<file path="config.mk">
export PLATFORM = sky130hd
export DESIGN_NAME = rr_bus_mux
export DESIGN_NICKNAME = d
export VERILOG_FILES = /design/src/rtl/rr_bus_pkg.sv /design/src/rtl/rr_priority_pick.sv /design/src/rtl/rr_bus_mux.sv
export SDC_FILE = /design/constraint.sdc
export NUM_CORES = 1
export LEC_CHECK = 0
export CORE_MARGIN = 10
export CORE_UTILIZATION = 40
export DETAILED_ROUTE_END_ITERATION = 8
export MAX_ROUTING_LAYER = met4
export PLACE_DENSITY_LB_ADDON = 0.12
export REMOVE_ABC_BUFFERS = 1
export SYNTH_ARGS = -nofsm -noshare
export SYNTH_HDL_FRONTEND = slang
export SYNTH_SLANG_ARGS = --single-unit
</file>
<file path="constraint.sdc">
create_clock -name clk -period 5.8 [get_ports clk]
set_clock_uncertainty 0.2 [all_clocks]
set_input_delay 1.16 -clock clk [delete_from_list [all_inputs] [get_ports clk]]
set_output_delay 1.16 -clock clk [all_outputs]
set_load 0.01 [all_outputs]
</file>
<file path="src/rtl/rr_bus_pkg.sv">
// Shared types and default sizes for the round-robin bus multiplexer.
// No logic; no latency.
// No flow control of its own.
package rr_bus_pkg;

    typedef enum logic {
        ARB_RR    = 1'b0,
        ARB_FIXED = 1'b1
    } arb_mode_t;

    localparam int N_IN_DEF  = 8;
    localparam int WIDTH_DEF = 16;

endpackage

</file>
<file path="src/rtl/rr_priority_pick.sv">
// Rotating find-first: first set req bit scanning base, base+1, ... with wrap.
// Combinational, zero latency.
// No flow control; pure function of req and base.
module rr_priority_pick
    import rr_bus_pkg::*;
#(
    parameter int N_IN  = N_IN_DEF,
    parameter int SEL_W = $clog2(N_IN)
) (
    input  logic [N_IN-1:0]  req,
    input  logic [SEL_W-1:0] base,
    output logic             found,
    output logic [SEL_W-1:0] idx
);

    int               cand_int;
    logic [SEL_W-1:0] cand;

    // Walk every offset from base; wrap by subtraction so non-power-of-two N_IN never aliases.
    always_comb begin
        found    = 1'b0;
        idx      = '0;
        cand_int = 0;
        cand     = '0;
        for (int k = 0; k < N_IN; k++) begin
            cand_int = int'(base) + k;
            if (cand_int >= N_IN) begin
                cand_int = cand_int - N_IN;
            end
            cand = SEL_W'(cand_int);
            if (!found && req[cand]) begin
                found = 1'b1;
                idx   = cand;
            end
        end
    end

endmodule

</file>
<file path="src/rtl/rr_bus_mux.sv">
// N_IN-to-1 arbitrated mux with a single registered output word (round-robin or fixed priority).
// Latency: 1 cycle from input handshake to out_valid; 1 word/cycle while out_ready=1.
// Backpressure: when out_valid && !out_ready all in_ready are 0 and output/pointer hold.
module rr_bus_mux
    import rr_bus_pkg::*;
#(
    parameter int N_IN  = N_IN_DEF,
    parameter int WIDTH = WIDTH_DEF,
    parameter int SEL_W = $clog2(N_IN)
) (
    input  logic                        clk,
    input  logic                        rst_n,
    input  logic                        mode,
    input  logic [N_IN-1:0][WIDTH-1:0]  in_data,
    input  logic [N_IN-1:0]             in_valid,
    output logic [N_IN-1:0]             in_ready,
    output logic [WIDTH-1:0]            out_data,
    output logic [SEL_W-1:0]            out_sel,
    output logic                        out_valid,
    input  logic                        out_ready
);

    logic [SEL_W-1:0] rr_ptr;
    logic [SEL_W-1:0] base;
    logic [SEL_W-1:0] grant;
    logic             found;
    logic             load_en;
    logic             xfer;
    logic             fixed_mode;

    assign fixed_mode = (arb_mode_t'(mode) == ARB_FIXED);
    // Fixed priority is just the rotating search anchored at channel 0.
    assign base       = fixed_mode ? '0 : rr_ptr;
    // Output register can accept a word if empty or being drained this cycle.
    assign load_en    = !out_valid || out_ready;
    assign xfer       = load_en && found;

    rr_priority_pick #(
        .N_IN  (N_IN),
        .SEL_W (SEL_W)
    ) u_pick (
        .req   (in_valid),
        .base  (base),
        .found (found),
        .idx   (grant)
    );

    // One-hot accept to the granted channel only when a transfer will happen.
    always_comb begin
        in_ready = '0;
        for (int i = 0; i < N_IN; i++) begin
            in_ready[i] = xfer && (grant == SEL_W'(i));
        end
    end

    // Output word register and round-robin pointer; load takes precedence over drain.
    always_ff @(posedge clk or negedge rst_n) begin
        if (!rst_n) begin
            out_valid <= 1'b0;
            out_data  <= '0;
            out_sel   <= '0;
            rr_ptr    <= '0;
        end else begin
            if (xfer) begin
                out_valid <= 1'b1;
                out_data  <= in_data[grant];
                out_sel   <= grant;
                if (!fixed_mode) begin
                    rr_ptr <= (grant == SEL_W'(N_IN - 1)) ? '0 : grant + SEL_W'(1);
                end
            end else if (out_ready) begin
                out_valid <= 1'b0;
            end
        end
    end

endmodule

</file>
==> metrics.json <==
{
  "synth_seq_area_share": {"value": 19.0, "unit": "%"},
  "clock_buffers_created_by_tritoncts": {"value": 3},
  "detail_route.wirelength": {"value": 12.4, "unit": "mm"},
  "max_slew.worst_pin.slew": {"value": 1020, "unit": "ps"},
  "switching_share_of_total_power": {"value": 46.6, "unit": "%"},
  "worst_slew_margin_rel": {"value": 31.7, "unit": "%"},
  "cts_htree_levels": {"value": 1},
  "start_kind": {"value": "input port"},
  "timing.hold.worst_path_depth": {"value": 1},
  "timing.reg2reg.setup_slack": {"value": 1570, "unit": "ps"},
  "die_h": {"value": 107, "unit": "um"},
  "grt_antenna_before_repair": {"value": 0},
  "min_delay_worst_endpoint": {"value": "out_sel[2]"},
  "layout.cells.most_common_list": {"value": "sky130_fd_sc_hd__clkdlybuf4s50_1 (162), sky130_fd_sc_hd__mux2i_1 (81), sky130_fd_sc_hd__buf_4 (54), sky130_fd_sc_hd__dfrtp_1 (23), sky130_fd_sc_hd__a22oi_1 (19)"},
  "synth_area_per_cell": {"value": 9.40, "unit": "um^2"},
  "finalWorstPathRequiredPeriod": {"value": 5630, "unit": "ps"},
  "drive_above_1_share": {"value": 18.2, "unit": "%"},
  "die_width": {"value": 107, "unit": "um"},
  "regToRegEndpoint": {"value": "out_data[3]"},
  "wire_length_of_the_first_global_routing_pass": {"value": 19.3, "unit": "mm"},
  "kind_of_end_point_of_the_critical_path": {"value": "primary output"},
  "worstSetupPathType": {"value": "in2out"},
  "post_drt_wl_per_cell": {"value": 20.2, "unit": "um"},
  "port_buffers": {"value": 167},
  "avgViaCountPerCell": {"value": 5.55},
  "power_switching": {"value": 1.23, "unit": "mW"},
  "design_power_total": {"value": 2.65, "unit": "mW"},
  "grt_setup_unrepaired": {"value": "no"},
  "clock-sinks": {"value": 23},
  "finalMaxSlewViolations": {"value": 0},
  "floorplan.io_pins": {"value": 168},
  "r2r-start": {"value": "rr_ptr[0]"},
  "via_count_of_the_first_global_routing_pass": {"value": 3629},
  "cts.root.buffer_cell": {"value": "sky130_fd_sc_hd__clkbuf_8"},
  "initialDrtViolationCount": {"value": 149},
  "finalWeightedCongestion": {"value": 0.922},
  "overflow": {"value": 0},
  "globalRouteTotalUtil": {"value": 21.5, "unit": "%"},
  "peak_fanout_along_the_critical_path": {"value": 6},
  "netlist_area": {"value": 3030, "unit": "um^2"},
  "synth_top_flop_cell": {"value": "sky130_fd_sc_hd__dfrtp_1"},
  "tritoncts": {"value": "built"},
  "hold_viol_final": {"value": 0},
  "grt_max_degree": {"value": 48},
  "vdd.ir_drop.worst": {"value": 0.414, "unit": "mV"},
  "starting_utilization_of_the_core_area": {"value": 41.5, "unit": "%"},
  "finalCritPeriodShare": {"value": 97.1, "unit": "%"},
  "fin_tns_setup": {"value": 0, "unit": "ps"},
  "fraction_of_registers_with_async_set_or_reset_after_synthesis": {"value": 100, "unit": "%"},
  "path_type_of_the_worst_min_delay_path": {"value": "reg2reg"},
  "floorplan.die_area": {"value": 11500, "unit": "um^2"},
  "number_of_cells_on_the_worst_reg_to_reg_path": {"value": 13},
  "route.antenna.remaining_nets": {"value": 0},
  "synth_enable_flop_cells": {"value": 0},
  "internal-power": {"value": 1.42, "unit": "mW"},
  "detail_route.first_pass.iterations": {"value": 4},
  "timing.max_cap.violations": {"value": 0},
  "clkSlewWorstSetupHoldPaths": {"value": 80, "unit": "ps"},
  "power.share.sequential": {"value": 11.7, "unit": "%"},
  "nNetsFinal": {"value": 659},
  "num_vias": {"value": 3412},
  "core-area": {"value": 7290, "unit": "um^2"},
  "clkPwrFrac": {"value": 3.9, "unit": "%"},
  "total_leakage_power": {"value": 2.27, "unit": "nW"},
  "power.density": {"value": 520, "unit": "nW/um^2"},
  "hpwl_detailed": {"value": 10.6, "unit": "mm"},
  "cp_data_required_time": {"value": 4440, "unit": "ps"},
  "layout_commonest_cell": {"value": "sky130_fd_sc_hd__clkdlybuf4s50_1"},
  "std_cell_rows": {"value": 31},
  "maxClockFrequency": {"value": 178, "unit": "MHz"},
  "cts_hold_buffers": {"value": 0},
  "post-route-drc-count": {"value": 0},
  "postSynthCellCount": {"value": 322},
  "antenna-diode-count": {"value": 0},
  "arrival_time_of_the_worst_setup_path": {"value": 4270, "unit": "ps"},
  "comb_power_share": {"value": 84.4, "unit": "%"},
  "synth_warnings": {"value": 0},
  "ys_ff_latch": {"value": 23},
  "report.final.setup_viol": {"value": 0},
  "hp-start": {"value": "out_sel[2]"},
  "yosys.cell_types.count": {"value": 61},
  "cts_max_path_buffers": {"value": 2},
  "outcome": {"value": "completed"},
  "flow.area_growth_from_synthesis": {"value": 68.6, "unit": "%"},
  "clk-insertion-delay-late": {"value": 270, "unit": "ps"}
}
cell type report:
cell class | count | area, um^2
clock buffers | 4 | 45.0
well taps | 99 | 124
repair buffers | 221 | 2070
inverters | 8 | 35.0
fillers | 594 | 2190
flip-flops and latches | 23 | 576
multi-input cells | 260 | 2250
repair_timing:
item                                    4_1_cts  5_1_grt
setup buffers                                 0        0
endpoints found under the hold margin         0        0
resized for setup                            11        0
pin swaps                                     2        1
endpoints found under the setup margin        7        1
worst max-delay path, stage by stage:
cell and delay (ps):
sky130_fd_sc_hd__clkdlybuf4s50_1 650, sky130_fd_sc_hd__mux2i_1 200, sky130_fd_sc_hd__mux4_2 510, sky130_fd_sc_hd__and3_4 170
sky130_fd_sc_hd__buf_4 130, sky130_fd_sc_hd__nand3_1 110, sky130_fd_sc_hd__nor2_1 90, sky130_fd_sc_hd__o31ai_4 280
sky130_fd_sc_hd__inv_1 120, sky130_fd_sc_hd__ha_1 200, sky130_fd_sc_hd__inv_1 100, sky130_fd_sc_hd__nor2_1 60
sky130_fd_sc_hd__clkdlybuf4s50_1 480
cells by family (layout without fill, tap and decap cells):
group / Yosys count / count (layout) / synth area share, %
compound gates: 101 / 101 / 27.7
xor+xnor: 4 / 4 / 1.16
fa+ha+maj: 2 / 2 / 0.826
buf+inv: 39 / 233 / 7.93
flops: 23 / 23 / 19.0
mux: 92 / 92 / 32.3
simple gates: 61 / 61 / 11.1
routing by layer:
metal | share of wire (%) | wire, um | global-route usage (%)
met3 | 7.2 | 891 | 5.27
met4 | 1.0 | 128 | 3.68
met1 | 41 | 5110 | 25.3
met2 | 51 | 6310 | 36.7
met5 | 0 | 0 | -
worst max path at each step:
stage	slack, ps	start	to
after floorplan	-6740	mode	in_ready[7]
after global placement	-70	mode	in_ready[7]
after detailed placement	-160	mode	in_ready[7]
after CTS	160	in_valid[3]	in_ready[3]
after global routing	4	mode	in_ready[3]
final	170	in_valid[3]	in_ready[3]
synth_stat cells (4+ instances only):
master                      n  area [um^2]
sky130_fd_sc_hd__a21oi_1   11         55.1
sky130_fd_sc_hd__a221oi_1   7         61.3
sky130_fd_sc_hd__a221oi_2  10          150
sky130_fd_sc_hd__a22o_1    16          140
sky130_fd_sc_hd__a22oi_1   19          143
sky130_fd_sc_hd__and3_1     5         31.3
sky130_fd_sc_hd__buf_2     11         55.1
sky130_fd_sc_hd__buf_4      7         52.6
sky130_fd_sc_hd__buf_6      6         67.6
sky130_fd_sc_hd__clkbuf_1   6         22.5
sky130_fd_sc_hd__dfrtp_1   23          576
sky130_fd_sc_hd__inv_1      6         22.5
sky130_fd_sc_hd__mux2_2     5         56.3
sky130_fd_sc_hd__mux2i_1   83          831
sky130_fd_sc_hd__nand2_1    7         26.3
sky130_fd_sc_hd__nand2b_1   4         25.0
sky130_fd_sc_hd__nand3_1    4         20.0
sky130_fd_sc_hd__nor2_1    17         63.8
sky130_fd_sc_hd__nor2b_1    8         50.1
sky130_fd_sc_hd__nor3_1     4         20.0
sky130_fd_sc_hd__o21a_1     4         30.0
sky130_fd_sc_hd__o21ai_0    4         20.0
sequential cells by signal, summed over array words and instances (netlist names):
register	flops
out_data	16
out_sel	3
out_valid	1
rr_ptr	3
power groups by stage:
stage                     sequential, mW  clock [mW]  combinational (mW)
after global routing               0.324       0.113                2.41
after detailed placement           0.310           0                2.23
after global placement             0.309           0                2.20
after floorplan                    0.341           0                1.56
final                              0.312       0.103                2.24
after CTS                          0.310       0.107                2.24
per-stage QoR:
stage / cells / utilization, % / setup WS, ps / hold slack, ps / area [um^2]
finish: 615 / 70.0 / 170 / 295 / 5100
global route: 615 / 70.0 / 3.52 / 329 / 5100
CTS: 615 / 70.0 / 163 / 304 / 5100
detailed placement: 611 / 69.1 / -158 / 280 / 5040
global placement: 611 / 69.1 / -74.1 / 261 / 5040
floorplan: 291 / - / -6740 / 316 / 2820
Power figures use the tool's default switching activity.
